[src/rtl/fetch_stage.sv]
// Instruction fetch stage and IF/ID register for the RV32I pipeline.
// Handles one outstanding variable-latency imem request at a time.
module fetch_stage #(
  parameter logic [31:0] RESET_PC  = 32'h0000_0000,
  parameter logic [31:0] NOP_INSTR = 32'h0000_0013
) (
  input  logic        clk,
  input  logic        reset,
  input  logic        StallF,
  input  logic        StallD,
  input  logic        FlushD,
  input  logic        PCSrcE,
  input  logic [31:0] PCTargetE,
  output logic        IMemReq,
  output logic [31:0] IMemAddr,
  input  logic [31:0] IMemRData,
  input  logic        IMemRValid,
  output logic [31:0] PCF,
  output logic [31:0] InstrD,
  output logic [31:0] PCD,
  output logic [31:0] PCPlus4D,
  output logic        ValidD,
  output logic        FetchBusy
);

  typedef enum logic [1:0] {
    S_ISSUE,
    S_WAIT,
    S_HOLD,
    S_DISCARD
  } state_t;

  state_t      r_state;
  logic [31:0] r_pc;
  logic [31:0] r_buf;
  logic [31:0] r_instr;
  logic [31:0] r_pcd;
  logic [31:0] r_pcp4;
  logic        r_valid;

  logic        w_accept;
  logic        w_deliver;
  logic [31:0] w_instr;
  logic [31:0] w_pc_plus4;

  assign w_accept   = !StallF && !StallD && !FlushD;
  assign w_pc_plus4 = r_pc + 32'd4;
  assign w_instr    = (r_state == S_HOLD) ? r_buf : IMemRData;

  // A redirect always cancels any delivery in the same cycle.
  assign w_deliver = !PCSrcE && w_accept &&
                     (((r_state == S_WAIT) && IMemRValid) ||
                      (r_state == S_HOLD));

  assign IMemReq   = !reset && (r_state == S_ISSUE) && !PCSrcE;
  assign IMemAddr  = r_pc;
  assign PCF       = r_pc;
  assign InstrD    = r_instr;
  assign PCD       = r_pcd;
  assign PCPlus4D  = r_pcp4;
  assign ValidD    = r_valid;
  assign FetchBusy = (r_state == S_ISSUE) ||
                     ((r_state == S_WAIT) && !IMemRValid) ||
                     (r_state == S_DISCARD);

  always_ff @(posedge clk) begin
    if (reset) begin
      r_state <= S_ISSUE;
      r_pc    <= RESET_PC;
      r_buf   <= '0;
    end else begin
      unique case (r_state)
        S_ISSUE: begin
          if (PCSrcE) r_pc <= PCTargetE;
          else        r_state <= S_WAIT;
        end
        S_WAIT: begin
          if (PCSrcE) begin
            r_pc    <= PCTargetE;
            r_state <= IMemRValid ? S_ISSUE : S_DISCARD;
          end else if (IMemRValid) begin
            if (w_accept) begin
              r_pc    <= w_pc_plus4;
              r_state <= S_ISSUE;
            end else begin
              r_buf   <= IMemRData;
              r_state <= S_HOLD;
            end
          end
        end
        S_HOLD: begin
          if (PCSrcE) begin
            r_pc    <= PCTargetE;
            r_state <= S_ISSUE;
          end else if (w_accept) begin
            r_pc    <= w_pc_plus4;
            r_state <= S_ISSUE;
          end
        end
        S_DISCARD: begin
          if (PCSrcE)     r_pc <= PCTargetE;
          if (IMemRValid) r_state <= S_ISSUE;
        end
        default: r_state <= S_ISSUE;
      endcase
    end
  end

  always_ff @(posedge clk) begin
    if (reset) begin
      r_instr <= NOP_INSTR;
      r_pcd   <= '0;
      r_pcp4  <= '0;
      r_valid <= 1'b0;
    end else if (FlushD) begin
      r_instr <= NOP_INSTR;
      r_valid <= 1'b0;
    end else if (StallD) begin
      r_instr <= r_instr;
    end else if (w_deliver) begin
      r_instr <= w_instr;
      r_pcd   <= r_pc;
      r_pcp4  <= w_pc_plus4;
      r_valid <= 1'b1;
    end else begin
      r_instr <= NOP_INSTR;
      r_valid <= 1'b0;
    end
  end

endmodule

[config.mk]
export PLATFORM = sky130hd
export DESIGN_NAME = fetch_stage
export DESIGN_NICKNAME = d
export VERILOG_FILES = /design/src/rtl/fetch_stage.sv
export SDC_FILE = /design/constraint.sdc
export NUM_CORES = 1
export LEC_CHECK = 0
export CAP_MARGIN = 10
export CORE_MARGIN = 3
export CORE_UTILIZATION = 23
export CTS_CLUSTER_DIAMETER = 150
export CTS_CLUSTER_SIZE = 16
export DETAILED_ROUTE_END_ITERATION = 6
export HOLD_SLACK_MARGIN = 0.15
export PLACE_DENSITY_LB_ADDON = 0.08
export RECOVER_POWER = 25
export SLEW_MARGIN = 5
export SYNTH_ARGS = -nofsm -noshare
export SYNTH_HDL_FRONTEND = slang
export SYNTH_SLANG_ARGS = --single-unit
[constraint.sdc]
create_clock -name clk -period 6.1 [get_ports clk]
set_input_delay 0.915 -clock clk [delete_from_list [all_inputs] [get_ports clk]]
set_output_delay 0.915 -clock clk [all_outputs]
set_load 0.01 [all_outputs]
**Yosys cells after proc, flatten, opt, wreduce, memory -nomap -nowiden**

Index checks and enable logic that the tools add are counted.

- Flip-flop bits (word level): 163
- Output and inout bits: 163
- Logic and storage cells: 62

- Add/subtract/negate cells: 1
- Equality and inequality tests: 8
- Mux-type cells: 18
- Bitwise operators: 4
- Reduce and logical (&&, ||, !) cells: 24

Operators by type and width:

| cell | count |
|---|---|
| $mux W32 | 7 |
| $pmux W32 S3 | 1 |
| $add A32 B3 Y32 const B | 1 |
| $mux W2 | 8 |
| $logic_and A1 B1 Y1 | 8 |
| $pmux W2 S4 | 1 |
| $reduce_and A4 Y1 | 2 |
| $logic_not A1 Y1 | 6 |
| $ne A3 B3 Y1 const B | 2 |
| $eq A2 B2 Y1 const B | 2 |
| $ne A2 B2 Y1 const B | 2 |
| $not A1 Y1 | 4 |
| $reduce_or A2 Y1 | 2 |
| $logic_or A1 B1 Y1 | 3 |
| $reduce_and A3 Y1 | 1 |
| $eq A2 B1 Y1 const B | 1 |
| $logic_not A2 Y1 | 1 |
| $ne A2 B1 Y1 const B | 1 |
| $reduce_and A2 Y1 | 1 |
| $mux W1 | 1 |

**Logic depth before layout (Yosys ltp)**

Gate-level depths: netlist (run 1).

- Word-level depth: 7
- Gate-level depth with buffers: 10
- Depth with buffers taken out: 7

**Worst setup path before layout (run 1)**

No wires, ideal clock.

- Path type: input-to-reg
- Start: in StallD
- End: reg r_pcd[16], in the netlist PCD[16]
- Data arrival time: 2.466 ns
- Setup slack: 3.501 ns
- Stages on the path: 8
- Cell sequence: clkbuf_1 or3_1 or3_1 clkbuf_1 clkbuf_1 clkbuf_1 nand2_1 a21oi_1

- Word-level cells in the longest chain between the ends: 6
- Elaborated cells between the ends (all ways): 7

Ends and longest elaborated chain:

| what | line | RTL |
|---|---|---|
| start, declared | 10 | `input logic StallD,` |
| $logic_not A1 Y1 | 46 | `assign w_accept = !StallF && !StallD && !FlushD;` |
| $logic_and A1 B1 Y1 (2 in series) | 46 |  |
| $logic_and A1 B1 Y1 (2 in series) | 51 | `assign w_deliver = !PCSrcE && w_accept &&` |
| $reduce_and A3 Y1 (no source line) * | n/a |  |
| end signal, assigned | 122 | `r_pcd <= r_pc;` |
| end, declared | 37 | `logic [31:0] r_pcd;` |

Every way passes the cells marked *; elsewhere a longest branch is shown, timed or not.
A chain may end at the register's enable or synchronous reset.

**Worst setup path after layout (run 1)**

- Start: in PCSrcE
- End: out IMemReq

- Word-level cells in the longest chain between the ends: 2

Ends and longest elaborated chain:

| what | line | RTL |
|---|---|---|
| start, declared | 12 | `input logic PCSrcE,` |
| $logic_not A1 Y1 | 55 | `assign IMemReq = !reset && (r_state == S_ISSUE) && !PCSrcE;` |
| $logic_and A1 B1 Y1 | 55 |  |
| end, declared | 14 | `output logic IMemReq,` |

Every way passes these cells.

==> flow_metrics.env, run 1 <==
export IMPL_grt_pass1_wl_microns=42500
export IMPL_htree_levels=4
export IMPL_core_sq_mm=0.0319
export IMPL_slew_headroom_pct=30.1
export IMPL_fin_ws_ns=1.99
export IMPL_syn_area_per_cell_sq_um=7.85
export IMPL_yosys_most_used_dff="dfxtp_1"
export IMPL_cts_made_buffers=17
export IMPL_start_util_pct=23.6
export IMPL_wl_per_cell_microns=17.5
export IMPL_syn_inst=957
export IMPL_tightestPinTransition_ns=1.05
export IMPL_routed_top_layer="met5"
export IMPL_cp_max_fo=23
export IMPL_min_period_over_period_pct=67.3
export IMPL_clkLatencyLatePin_ns=0.44
export IMPL_p_leak_nw=3.65
export IMPL_syn_nets=1033
export IMPL_arrival_ns=3.19
export IMPL_p_int_mw=1.81
export IMPL_hp_class="reg2reg"
export IMPL_report_power_total_mw=2.50
export IMPL_nets=1175
export IMPL_cts_sinks=161
export IMPL_seq_power_share_pct=45.4
export IMPL_cts_resized=0
export IMPL_cts_buffer_depth=2
export IMPL_n_antenna_cell=0
export IMPL_track_usage_pct=15.5
export IMPL_fin_worst_skew_ns=0.0132
export IMPL_p_sw_share_pct=27.6
export IMPL_r2r_setup_slack_ns=3.17
export IMPL_maxCapViolations=0
export IMPL_vias=7031
export IMPL_ys_seq_area_share_pct=42.9
export IMPL_syn_area_sq_mm=0.00752
export IMPL_ys_ff_latch=161
export IMPL_wl_met2_microns=12200
export IMPL_powerDensity_mw_per_mm2=239
export IMPL_synth_area_leaders="dfxtp_1, nand2_1, a21oi_1"
export IMPL_grt_pass1_vias=6846
export IMPL_cp_end_kind="output pin"
export IMPL_slew_violations=0
export IMPL_crit_type="in2out"
export IMPL_grt_start_max_net_pins=85
export IMPL_yosysWarnings=0
export IMPL_ctsHoldBuffers=0
export IMPL_dr_pass1_iters=5
export IMPL_switchingPower_mw=0.689
export IMPL_clock_power_share_pct=41.7
export IMPL_cts_tree="done"
export IMPL_fillers=3416
export IMPL_wl_microns=27100
export IMPL_wl_met1_microns=13200
export IMPL_ios=234
export IMPL_dpl_hpwl_microns=18100
export IMPL_via_per_inst=4.54
export IMPL_cts_root_buf="clkbuf_16"
export IMPL_reg2reg_depth=6
export IMPL_gp_congestion=0.768
export IMPL_overflow=0
export IMPL_die_y_microns=187
export IMPL_share_comb_of_total_power_pct=12.9
export IMPL_drt_iter0_markers=346
export IMPL_setup_tns_ns=0
export IMPL_yosys_area_top_type="dfxtp_1"
export IMPL_final_cells=1547
export IMPL_synth_top_area_share_pct=42.9
export IMPL_finalHoldViolCount=0
export IMPL_die_area_sq_mm=0.0349
export IMPL_drc=0
export IMPL_rows=65
export IMPL_ant_nets=0
export IMPL_status="completed"
export IMPL_drive_above_1_share_pct=5.49
export IMPL_synth_cell_types=57
export IMPL_synth_edf_count=0
export IMPL_min_period_ns=4.11
export IMPL_hold_depth=2
export IMPL_dp_cells=1515
export IMPL_crit_path_start_kind="primary input"
export IMPL_cts_setup_buffers=0
export IMPL_max_clock_freq_mhz=243
export IMPL_critPathRequiredTime_ns=5.18
export IMPL_rsz0062_at_grt="no"
export IMPL_die_x_microns=187
export IMPL_hold_worst_slack_ns=0.452
export IMPL_synth_async_reset_ratio_pct=0
export IMPL_ir_worst_vdd_mv=0.203
export IMPL_setup_viol=0
export IMPL_wl_met3_microns=1360
export IMPL_io_buffers=233
export IMPL_pre_cts_ws_ns=1.97
export IMPL_antenna_found_initial=2
export IMPL_clk_pin_slew_ns=0.06
export IMPL_syn_to_final_growth_pct=38.8
## registers in the layout (all words and copies together), names as in the netlist
register,cells
r_buf,32
ValidD,1
IMemAddr,32
InstrD,32
PCD,32
r_state,2
PCPlus4D,30
## Yosys cell counts (all sizes together), types with 5 or more instances
cell / n
a21oi: 129
nand3: 18
inv: 9
xnor2: 19
or3: 6
dfxtp: 161
o31ai: 5
o22ai: 7
ha: 5
a211oi: 16
nor2: 100
a32o: 6
nand2: 174
clkbuf: 66
nand4: 8
mux2i: 37
nor4: 7
and3: 7
o21ai: 36
nor3: 23
buf: 53
xor2: 5
## metal layers
| metal | up-vias | GRT usage, % |
|---|---|---|
| met3 | 26 | 4.00 |
| met5 | - | 0 |
| met4 | 4 | 3.81 |
| met2 | 196 | 24.5 |
| met1 | 3275 | 21.2 |
| li1 | 3530 | - |
## final timing paths
path | start | end
hold reg to reg | r_buf[4] | r_buf[4]
setup / recovery | PCSrcE | IMemReq
setup reg to reg | IMemAddr[2] | PCPlus4D[30]
hold / removal | r_buf[4] | r_buf[4]
## kinds of logic (layout without fill, tap and decap cells)
kind of cell,count (synthesis),count (layout),synth area share [%]
AOI/OAI and AO/OA,227,227,17.7
xor gates and xnor gates,24,24,2.80
adders and majority gates,5,5,0.832
buffers and inverters,128,283,8.52
DFF,161,161,42.9
muxes,41,41,5.53
and+or+nand+nor,371,371,21.8
## area by class of cell
type	instances	area, sq um	share of cell area, %
multi-input cells	668	3670	35.2
flip-flops and latches	161	3220	30.9
repair buffers	242	2400	23.0
well taps	435	544	5.22
clock buffers	22	484	4.64
clock inverters	10	77.6	0.743
inverters	9	33.8	0.324
## power by group through the flow
stage                     clock, mW  combinational (mW)  sequential, mW
after floorplan                   0               0.187            1.13
after global placement            0               0.326            1.16
after detailed placement          0               0.325            1.16
after CTS                      1.08               0.327            1.13
after global routing           1.12               0.352            1.14
final                          1.04               0.322            1.13
## worst max-delay path, stage by stage
cell	delay, ns
dlygate4sd3_1	1.23
nor2_1	0.28
and2_1	0.25
clkdlybuf4s50_1	0.52
## through the flow
stage               utilization (%)  instance area, sq um
global placement               31.0                  9870
detailed placement             31.0                  9870
global route                   32.7                 10400
CTS                            32.7                 10400
finish                         32.7                 10400
floorplan                         -                  7520
## cell usage in the layout (no fill, tap or decap), drive strengths merged, types with 3 or more instances in the layout
cell type      synthesis  final
dlygate4sd3            0     80
nand3                 18     18
mux2i                 37     37
or4                    3      3
nor3                  23     23
inv                    9     11
xor2                   5      5
and3                   7      7
o31ai                  5      5
nand2                174    174
o41ai                  3      3
a211oi                16     16
clkinv                 0      6
nand2b                 4      4
a22oi                  4      4
a22o                   4      4
buf                   53     10
nor2                 100    100
nor4                   7      7
and2                   4      4
a21oi                129    129
nand4                  8      8
a32o                   6      6
dfxtp                161    161
ha                     5      5
mux2                   4      4
o21ai                 36     36
o22ai                  7      7
or2                    4      4
clkbuf                66     22
clkdlybuf4s50          0    152
or3                    6      6
nand3b                 3      3
and4                   4      4
xnor2                 19     19
nor2b                  3      3
(Power assumes the default switching activity.)
==> run 2: changes to the inputs <==
==> constraint.sdc (replaced) <==
create_clock -name clk -period 4.2 [get_ports clk]
set_input_delay 0.63 -clock clk [delete_from_list [all_inputs] [get_ports clk]]
set_output_delay 0.63 -clock clk [all_outputs]
set_load 0.01 [all_outputs]
==> flow_metrics.env, run 2 (synthesis results as in run 1) <==
export IMPL_tightestPinTransition_ns=0.888
export IMPL_cts_resized=0
export IMPL_cts_setup_buffers=0
export IMPL_cts_buffer_depth=2
export IMPL_ctsHoldBuffers=0
export IMPL_maxCapViolations=0
export IMPL_setup_tns_ns=0
export IMPL_p_leak_nw=3.68
export IMPL_ios=234
export IMPL_clkLatencyLatePin_ns=0.43
export IMPL_track_usage_pct=15.4
export IMPL_drc=0
export IMPL_overflow=0
export IMPL_antenna_found_initial=1
export IMPL_clk_pin_slew_ns=0.07
export IMPL_max_clock_freq_mhz=312
export IMPL_cts_tree="done"
export IMPL_dpl_hpwl_microns=18400
export IMPL_syn_to_final_growth_pct=39.7
export IMPL_crit_path_start_kind="primary input"
export IMPL_rsz0062_at_grt="no"
export IMPL_htree_levels=4
export IMPL_wl_microns=27300
export IMPL_nets=1178
export IMPL_die_y_microns=187
export IMPL_die_x_microns=187
export IMPL_powerDensity_mw_per_mm2=359
export IMPL_io_buffers=233
export IMPL_min_period_over_period_pct=76.4
export IMPL_grt_pass1_vias=6902
export IMPL_via_per_inst=4.54
export IMPL_slew_violations=0
export IMPL_crit_type="in2out"
export IMPL_setup_viol=0
export IMPL_vias=7032
export IMPL_ant_nets=0
export IMPL_critPathRequiredTime_ns=3.57
export IMPL_hold_worst_slack_ns=0.449
export IMPL_layout_commonest_cell="nand2_1"
export IMPL_min_period_ns=3.21
export IMPL_slew_headroom_pct=40.8
export IMPL_finalHoldViolCount=0
export IMPL_min_from="PCD[25]"
export IMPL_die_area_sq_mm=0.0349
export IMPL_rows=65
export IMPL_dr_pass1_iters=5
export IMPL_drt_iter0_markers=361
export IMPL_status="completed"
export IMPL_ir_worst_vdd_mv=0.267
export IMPL_cts_made_buffers=17
export IMPL_pre_cts_ws_ns=0.899
export IMPL_final_core_util_pct=32.9
export IMPL_cp_end_kind="output pin"
export IMPL_cts_sinks=161
export IMPL_regToRegStartpoint="IMemAddr[3]"
export IMPL_start_util_pct=23.6
export IMPL_fin_worst_skew_ns=0.0106
export IMPL_gp_congestion=0.750
export IMPL_wl_per_cell_microns=17.6
export IMPL_core_sq_mm=0.0319
export IMPL_cts_root_buf="clkbuf_16"
export IMPL_startpoint="PCSrcE"
export IMPL_n_antenna_cell=0
export IMPL_hp_class="reg2reg"
export IMPL_grt_start_max_net_pins=89
export IMPL_grt_pass1_wl_microns=42400
export IMPL_layout_common_cells="nand2_1, dfxtp_1, clkdlybuf4s50_1"
export IMPL_cp_max_fo=14
export IMPL_fin_ws_ns=0.991
export IMPL_drive_above_1_share_pct=5.39
export IMPL_arrival_ns=2.58
## run 2: cell types whose count changed in the layout (fill, tap and decap cells not counted), moves of 2 or more
cell	before	now
bufinv_16	0	4
clkbuf_1	1	3
clkbuf_8	4	0
clkinv_2	2	4
clkinv_4	4	0
## run 2: worst paths after layout
path                        to  slack (ns)  cells past startpoint
setup / recovery       IMemReq        0.99                      4
hold / removal         PCD[25]        0.45                      2
setup reg to reg  PCPlus4D[26]        1.44                      6
hold reg to reg        PCD[25]        0.45                      2
## run 2: area by class of cell
cell class,instances,area [sq um]
fill,3451,21400
clock inverter,11,164
multi-input combinational,668,3670
clock buffer,19,433
inverter,9,33.8
timing repair buffer,245,2430
sequential,161,3220
tap,435,544
## run 2: metal layers
layer	up-vias	global-route usage (%)	part of all wire [%]
met5	-	0	0.062
met4	2	3.31	0.81
met3	16	3.85	5.7
met2	201	25.1	46
met1	3285	20.8	47
li1	3528	-	-
## run 2: through the flow
stage	total power, mW	cells	area [sq um]
after floorplan	1.92	957	7520
after global placement	2.16	1518	9910
after detailed placement	2.16	1518	9910
after CTS	3.83	1548	10500
after global routing	3.94	1548	10500
final	3.77	1548	10500
## run 2: critical path, cell delays in order
cell and delay, ns:
dlygate4sd3_1 0.96, nor2_1 0.24, and2_1 0.22, clkdlybuf4s50_1 0.52
## run 2: power by group
part | internal, mW | switching [mW]
registers | 1.57 | 0.0744
clock network | 0.987 | 0.665
logic | 0.235 | 0.239
total | 2.79 | 0.978
